$ cat config.mk
export PLATFORM = sky130hd
export DESIGN_NAME = mem_bus_arbiter_flat
export DESIGN_NICKNAME = d
export VERILOG_FILES = /design/src/rtl/mem_bus_arbiter_if.sv /design/src/rtl/mem_bus_arbiter.sv /design/src/flat_wrapper.sv
export SDC_FILE = /design/constraint.sdc
export NUM_CORES = 1
export LEC_CHECK = 0
export CORE_ASPECT_RATIO = 0.5
export CORE_MARGIN = 8
export CORE_UTILIZATION = 31
export DETAILED_ROUTE_END_ITERATION = 8
export PLACE_DENSITY_LB_ADDON = 0.25
export SYNTH_ARGS = -nofsm -noshare
export SYNTH_HDL_FRONTEND = slang
export SYNTH_SLANG_ARGS = --single-unit
$ cat constraint.sdc
create_clock -name clk -period 1.9 [get_ports clk]
set_input_delay 0.38 -clock clk [delete_from_list [all_inputs] [get_ports clk]]
set_output_delay 0.38 -clock clk [all_outputs]
set_load 0.02 [all_outputs]
$ cat src/rtl/mem_bus_arbiter_if.sv
// Native memory bus (picorv32 style): valid/instr/addr/wdata/wstrb request, ready/rdata response.
// The request side uses the master modport, the responding side uses the slave modport.
interface mem_bus_arbiter_if;
    logic        valid;
    logic        instr;
    logic [31:0] addr;
    logic [31:0] wdata;
    logic [3:0]  wstrb;
    logic        ready;
    logic [31:0] rdata;

    modport master (
        output valid, instr, addr, wdata, wstrb,
        input  ready, rdata
    );

    modport slave (
        input  valid, instr, addr, wdata, wstrb,
        output ready, rdata
    );
endinterface

$ cat src/rtl/mem_bus_arbiter.sv
// Two-master native-bus arbiter with registered slave request and watchdog error completion.
// Define MEM_BUS_ARB_RR_EN for round-robin ties; otherwise master 1 has fixed priority.
module mem_bus_arbiter #(
    parameter int          TIMEOUT_CYCLES = 255,
    parameter logic [31:0] ERR_RDATA      = 32'hDEAD_BEEF
) (
    input  logic             clk,
    input  logic             reset,
    mem_bus_arbiter_if.slave  m0,
    mem_bus_arbiter_if.slave  m1,
    mem_bus_arbiter_if.master s,
    output logic [1:0]       grant,
    output logic             timeout_err
);

    localparam int WD_W = ($clog2(TIMEOUT_CYCLES + 1) > 8) ? $clog2(TIMEOUT_CYCLES + 1) : 8;
    localparam logic [WD_W-1:0] WD_LIMIT = WD_W'(TIMEOUT_CYCLES);
    localparam bit WD_EN = (TIMEOUT_CYCLES != 0);

    typedef enum logic {IDLE, BUSY} state_t;

    state_t          state, state_nxt;
    logic [WD_W-1:0] wdog;
    logic            s_valid_q, s_instr_q;
    logic [31:0]     s_addr_q, s_wdata_q;
    logic [3:0]      s_wstrb_q;
    logic            any_req, pick_m1, done, tmo, take;
    logic [31:0]     rsp_data;

    assign any_req = m0.valid | m1.valid;
    assign take    = (state == IDLE) && any_req;

`ifdef MEM_BUS_ARB_RR_EN
    // last_m1 resets high so master 0 wins the first tie.
    logic last_m1;
    assign pick_m1 = m1.valid & (~m0.valid | ~last_m1);

    always_ff @(posedge clk) begin
        if (reset)     last_m1 <= 1'b1;
        else if (take) last_m1 <= pick_m1;
    end
`else
    assign pick_m1 = m1.valid;
`endif

    // Slave completion wins over a watchdog expiry in the same cycle.
    assign done     = (state == BUSY) && s.ready;
    assign tmo      = (state == BUSY) && !s.ready && WD_EN && (wdog == WD_LIMIT);
    assign rsp_data = done ? s.rdata : ERR_RDATA;

    always_ff @(posedge clk) begin
        if (reset) state <= IDLE;
        else       state <= state_nxt;
    end

    always_comb begin
        state_nxt = state;
        case (state)
            IDLE: if (any_req)     state_nxt = BUSY;
            BUSY: if (done || tmo) state_nxt = IDLE;
            default:               state_nxt = IDLE;
        endcase
    end

    always_comb begin
        m0.ready = 1'b0;
        m1.ready = 1'b0;
        m0.rdata = '0;
        m1.rdata = '0;
        if (!reset && (done || tmo)) begin
            if (grant[0]) begin
                m0.ready = 1'b1;
                m0.rdata = rsp_data;
            end
            if (grant[1]) begin
                m1.ready = 1'b1;
                m1.rdata = rsp_data;
            end
        end
    end

    always_ff @(posedge clk) begin
        if (reset) begin
            s_valid_q   <= 1'b0;
            s_instr_q   <= 1'b0;
            s_addr_q    <= '0;
            s_wdata_q   <= '0;
            s_wstrb_q   <= '0;
            grant       <= 2'b00;
            timeout_err <= 1'b0;
            wdog        <= '0;
        end else if (take) begin
            s_valid_q <= 1'b1;
            s_instr_q <= pick_m1 ? m1.instr : m0.instr;
            s_addr_q  <= pick_m1 ? m1.addr  : m0.addr;
            s_wdata_q <= pick_m1 ? m1.wdata : m0.wdata;
            s_wstrb_q <= pick_m1 ? m1.wstrb : m0.wstrb;
            grant     <= pick_m1 ? 2'b10 : 2'b01;
            wdog      <= '0;
        end else if (done || tmo) begin
            s_valid_q <= 1'b0;
            grant     <= 2'b00;
            if (tmo) timeout_err <= 1'b1;
        end else if (state == BUSY && wdog != '1) begin
            wdog <= wdog + WD_W'(1);
        end
    end

    assign s.valid = s_valid_q;
    assign s.instr = s_instr_q;
    assign s.addr  = s_addr_q;
    assign s.wdata = s_wdata_q;
    assign s.wstrb = s_wstrb_q;

endmodule
$ cat src/flat_wrapper.sv
// flat-port wrapper written by rule: the top's interface ports become plain ports
module mem_bus_arbiter_flat 
#(
    parameter int          TIMEOUT_CYCLES = 255,
    parameter logic [31:0] ERR_RDATA      = 32'hDEAD_BEEF
)
  (clk, reset, grant, timeout_err, m0_valid, m0_instr, m0_addr, m0_wdata, m0_wstrb, m0_ready, m0_rdata, m1_valid, m1_instr, m1_addr, m1_wdata, m1_wstrb, m1_ready, m1_rdata, s_valid, s_instr, s_addr, s_wdata, s_wstrb, s_ready, s_rdata);
  mem_bus_arbiter_if m0_i ();
  mem_bus_arbiter_if m1_i ();
  mem_bus_arbiter_if s_i ();
  input  logic clk;
  input  logic reset;
  output logic [1:0] grant;
  output logic timeout_err;
  input wire logic [$bits(m0_i.valid)-1:0] m0_valid;
  input wire logic [$bits(m0_i.instr)-1:0] m0_instr;
  input wire logic [$bits(m0_i.addr)-1:0] m0_addr;
  input wire logic [$bits(m0_i.wdata)-1:0] m0_wdata;
  input wire logic [$bits(m0_i.wstrb)-1:0] m0_wstrb;
  output wire logic [$bits(m0_i.ready)-1:0] m0_ready;
  output wire logic [$bits(m0_i.rdata)-1:0] m0_rdata;
  input wire logic [$bits(m1_i.valid)-1:0] m1_valid;
  input wire logic [$bits(m1_i.instr)-1:0] m1_instr;
  input wire logic [$bits(m1_i.addr)-1:0] m1_addr;
  input wire logic [$bits(m1_i.wdata)-1:0] m1_wdata;
  input wire logic [$bits(m1_i.wstrb)-1:0] m1_wstrb;
  output wire logic [$bits(m1_i.ready)-1:0] m1_ready;
  output wire logic [$bits(m1_i.rdata)-1:0] m1_rdata;
  output wire logic [$bits(s_i.valid)-1:0] s_valid;
  output wire logic [$bits(s_i.instr)-1:0] s_instr;
  output wire logic [$bits(s_i.addr)-1:0] s_addr;
  output wire logic [$bits(s_i.wdata)-1:0] s_wdata;
  output wire logic [$bits(s_i.wstrb)-1:0] s_wstrb;
  input wire logic [$bits(s_i.ready)-1:0] s_ready;
  input wire logic [$bits(s_i.rdata)-1:0] s_rdata;
  assign m0_i.valid = m0_valid;
  assign m0_i.instr = m0_instr;
  assign m0_i.addr = m0_addr;
  assign m0_i.wdata = m0_wdata;
  assign m0_i.wstrb = m0_wstrb;
  assign m0_ready = m0_i.ready;
  assign m0_rdata = m0_i.rdata;
  assign m1_i.valid = m1_valid;
  assign m1_i.instr = m1_instr;
  assign m1_i.addr = m1_addr;
  assign m1_i.wdata = m1_wdata;
  assign m1_i.wstrb = m1_wstrb;
  assign m1_ready = m1_i.ready;
  assign m1_rdata = m1_i.rdata;
  assign s_valid = s_i.valid;
  assign s_instr = s_i.instr;
  assign s_addr = s_i.addr;
  assign s_wdata = s_i.wdata;
  assign s_wstrb = s_i.wstrb;
  assign s_i.ready = s_ready;
  assign s_i.rdata = s_rdata;
  mem_bus_arbiter #(.TIMEOUT_CYCLES(TIMEOUT_CYCLES), .ERR_RDATA(ERR_RDATA)) u_core (.clk(clk), .reset(reset), .m0(m0_i), .m1(m1_i), .s(s_i), .grant(grant), .timeout_err(timeout_err));
endmodule
; ---- After elaboration in Yosys (flattened, before gate mapping)
; Cells that the tools add are included.
[word_totals]
register_bits = 82
latchBits = 0
ram_bits = 0
mem_bits_ro = 0
in_bits = 175
output_inout_bits = 139
mem_count = 0
[classes]
addsub = 1
mul = 0
div_mod_pow = 0
order_cmp = 0
eq_ne = 2
shift = 0
muxes = 21
bitwise_logic = 4
n_reduce_logical = 13
[op_table]
columns = op, n
row1 = 2-to-1 mux 32 bit, 7
row2 = 2-to-1 mux 1 bit, 9
row3 = adder 8 x 1 -> 8 bit (second input constant), 1
row4 = == test 8 bit (second input constant), 1
row5 = != test 8 bit (second input constant), 1
row6 = logical AND 1 bit, 6
row7 = 2-to-1 mux 2 bit, 3
row8 = 2-to-1 mux 4 bit, 1
row9 = inverter 1 bit, 3
row10 = AND reduction 3 bit, 1
row11 = logical NOT 1 bit, 2
row12 = one-hot mux 1 bit (2 select lines), 1
row13 = AND reduction 2 bit, 1
row14 = nonzero test 2 bit, 1
row15 = OR reduction 2 bit, 1
row16 = logical OR 1 bit, 1
row17 = OR 1 bit, 1

; ---- Depth between registers and ports, before layout
[logic_depth]
word_depth = 6
ltp_mapped = 7
depth_no_buf = 5

; ---- Worst setup path after synthesis
; OpenSTA, ideal clock, no wires.
[synth_path]
path_kind = reg-to-output
start = register u_core.wdog[0]
end = output m0_rdata[10]
arrival_time_ns = 1.810
required_ns = 1.520
slack_ns = -0.290
path_stages_with_launch = 7
cell_sequence = dfxtp_1 > ha_1 > nand3b_2 > or4_1 > clkbuf_1 > clkbuf_1 > a21oi_1
[synth_via]
elab_chain_len = 5
[synth_rtl]
columns = item, line_no
row1 = "start, declared", mem_bus_arbiter.sv:23  ; logic [WD_W-1:0] wdog;
row2 = "start signal, assigned", mem_bus_arbiter.sv:105  ; wdog <= wdog + WD_W'(1);
row3 = == test 8 bit, mem_bus_arbiter.sv:48  ; assign tmo = (state == BUSY) && !s.ready && WD_EN && (wdog == WD_LIMIT);
row4 = logical AND 1 bit, mem_bus_arbiter.sv:48
row5 = logical OR 1 bit, mem_bus_arbiter.sv:70  ; if (!reset && (done || tmo)) begin
row6 = logical AND 1 bit, mem_bus_arbiter.sv:70
row7 = 2-to-1 mux 32 bit, mem_bus_arbiter.sv:70
row8 = "end, declared", flat_wrapper.sv:21  ; output wire logic [$bits(m0_i.rdata)-1:0] m0_rdata;
; No other way between the ends.

; ---- Final worst setup path
[layout_path]
start = register u_core.wdog[0]
end = output m1_rdata[5]
[layout_via]
elab_chain_len = 5
[layout_rtl]
columns = item, line_no
row1 = == test 8 bit, mem_bus_arbiter.sv:48
row2 = logical AND 1 bit, mem_bus_arbiter.sv:48
row3 = logical OR 1 bit, mem_bus_arbiter.sv:70
row4 = logical AND 1 bit, mem_bus_arbiter.sv:70
row5 = 2-to-1 mux 32 bit, mem_bus_arbiter.sv:70
row6 = "end, declared", flat_wrapper.sv:28  ; output wire logic [$bits(m1_i.rdata)-1:0] m1_rdata;
; No other way between the ends.

==> metrics <==
number of synthesized flops with an enable pin 0; hold buffer count at CTS 0; H-tree levels 3; # rows 29; Area Overhead vs Synth 111%; Buffers on Ports 313; worst-path fanout max 6; pin count of the biggest net entering global routing 75; dpl hpwl 13.2 mm; post-synthesis simple-gate area fraction 15.8%; Max Clk Rate 405 MHz; failing checks setup timing; MaxCap Viol Count 0; Slew Viols, Final 0; Crit Path Category reg2out; hold crit path type in2reg; I/O Pins 314; Antenna Cells 0; Die H 97.2 µm; vias per cell 4.90; xor/xnor share of the synthesized area 0.856%; syn_area_per_cell 8.44 µm²; Post-Syn Area 4090 µm²; global route total overflow 0; vias in the first global route 4837; Setup crit start kind flop; Pre-antenna DRT Iters 4; Slew HR 45.9%; post-synthesis mux area share 17.1%; Seq/Total Area, Yosys 40.1%; first-pass GRT wire length 26.2 mm; final setup margin -0.570 ns; via count 4802; Place WS -1.17 ns; WL per Instance 18.5 µm; drt total wl 18.1 mm; area share of fa/ha/maj cells after synthesis 0.306%; Lkg Pwr 3.42 nW; routability cong. 0.798; crit path DAT 2.09 ns; Final setup viols 54; worst path required time 1.52 ns; Tot Pwr 5.27 mW; die span in x 178 µm; Worst Skew 0.00752 ns; synthesized flop and latch total 82; ys flop type dfxtp_1; die area 17400 µm²; Min Hold Slack 0.361 ns; GR Util met2 36.4%; antenna violations before repair 0; initial core utilization 32.0%; power density over the cells 610 nW/µm²; M3 GR Usage 4.62%; DRT iter0 DRCs 171; RSZ-0062 raised after global routing true; Tmin final 2.47 ns; grt met1 use 18.8%; Clock Path Buffers 2; CTS sink count 82; main combinational cell family by area after synthesis compound AO/OA/AOI/OAI gates; CTS tree built; Slew @ Worst Pin 0.811 ns; register clock-pin slew on the reported worst setup and hold paths 0.06 ns; Synth Instances 485; count of final hold-check violations 0; crit end category output pin; nets 982; Async SR Flop Fraction 0%; number of buffers created by CTS 9; core area 12800 µm²; Clock Latency Late Sink 0.33 ns; Ys Warns 0; Compound-Gate Fraction of Synth Area 20.9%; outcome finished, violations left; root buf cell clkbuf_16; synthesized net count 661; drt drc 0; period utilization 130%; count of cell types in the netlist 32; share of post-route cells with drive strength above 1 24.3%; Total GRT Usage 18.5%; DRT antenna net count 0; Worst VDD drop 0.000501 V; most used routing layer met2
[state kept, by name (all words and copies together), names as in the netlist]
name	count
u_core.wdog	8
u_core.state	1
u_core.grant	2
u_core.s.addr	32
u_core.s.wstrb	4
u_core.timeout_err	1
u_core.s.valid	1
u_core.s.wdata	32
u_core.s.instr	1
[metal layers]
| layer | wire length, µm | up-vias |
|---|---|---|
| met5 | 0 | - |
| met4 | 400 | 0 |
| met3 | 1230 | 29 |
| met2 | 9890 | 165 |
| met1 | 6630 | 2221 |
| li1 | - | 2387 |
[worst max-delay path, stage by stage, from the launching register on]
cell      delay [ns]
dfxtp_2         0.35
ha_4            0.15
nand3b_4        0.08
or4_4           0.65
buf_16          0.20
a21oi_1         0.15
buf_4           0.17
[path summary, 6_finish.rpt]
path,from,slack (ns),depth (start not counted),to
worst max-delay path,u_core.wdog[0],-0.57,6,m1_rdata[5]
worst min-delay path,m1_valid,0.36,2,u_core.grant[1]
worst max register to register,u_core.wdog[0],-0.05,8,u_core.grant[1]
worst min register to register,u_core.timeout_err,0.45,2,u_core.timeout_err
[timing repair]
action | in CTS | in global routing
buffers inserted | 2 | 2
pin swaps | 1 | 13
endpoints found under the setup margin | 68 | 66
gates cloned | 3 | 6
resized for setup | 370 | 63
[placed cells by master, fill, tap and decap left out, types with 15 or more instances in the layout]
cell / Yosys / routed
a211oi_1: 72 / 72
a21oi_2: 0 / 15
a21oi_4: 0 / 30
buf_4: 0 / 41
buf_6: 0 / 51
clkdlybuf4s50_1: 0 / 244
dfxtp_1: 82 / 79
mux2i_1: 70 / 70
nand2_1: 29 / 28
nor2_1: 81 / 78
[stage by stage]
step | util, % | TNS, ns | instance area, µm² | std cells
4_1_cts | 64.9 | -22.44 | 8290 | 973
3_5_place_dp | 61.4 | -67.12 | 7840 | 953
2_1_floorplan | - | -4.99 | 4360 | 485
3_3_place_gp | 61.4 | -65.46 | 7840 | 953
6_report | 67.7 | -25.73 | 8640 | 980
5_1_grt | 67.7 | -29.31 | 8640 | 980
[cells in the mapped netlist (2+ instances only)]
cell | count | share of area (%)
clkbuf_1 | 45 | 4.1
a21oi_1 | 52 | 6.4
buf_1 | 2 | 0.18
a32o_1 | 2 | 0.49
and3_1 | 17 | 2.6
inv_1 | 2 | 0.18
nand2_1 | 29 | 2.7
xnor2_1 | 3 | 0.64
a211oi_1 | 72 | 13
dfxtp_1 | 82 | 40
mux2i_1 | 70 | 17
nand2b_1 | 5 | 0.76
nor2b_1 | 3 | 0.46
nor2_1 | 81 | 7.4
buf_2 | 3 | 0.37
[where the power goes]
group / total, mW / internal [mW] / leakage [nW] / switching, mW
Sequential: 1.96 / 1.88 / 0.681 / 0.0795
Combinational: 1.56 / 0.835 / 2.59 / 0.726
Clock: 1.75 / 1.08 / 0.148 / 0.665
[kinds of logic (layout without fill, tap and decap cells)]
kind of cell | after synthesis | count (layout)
and+or+nand+nor | 146 | 147
AOI/OAI and AO/OA | 130 | 130
xor gates and xnor gates | 4 | 4
buffers and inverters | 52 | 376
muxes | 70 | 70
DFF | 82 | 82
adders and majority gates | 1 | 1
[cell type report]
cell class	count	area, µm²
clock buffer	11	253
clock inverter	4	51.3
fill	988	4130
inverter	2	7.51
multi-input combinational	352	2750
sequential	82	1650
tap	170	213
timing repair buffer	359	3720
No activity file was read; power rests on OpenSTA's default activity.
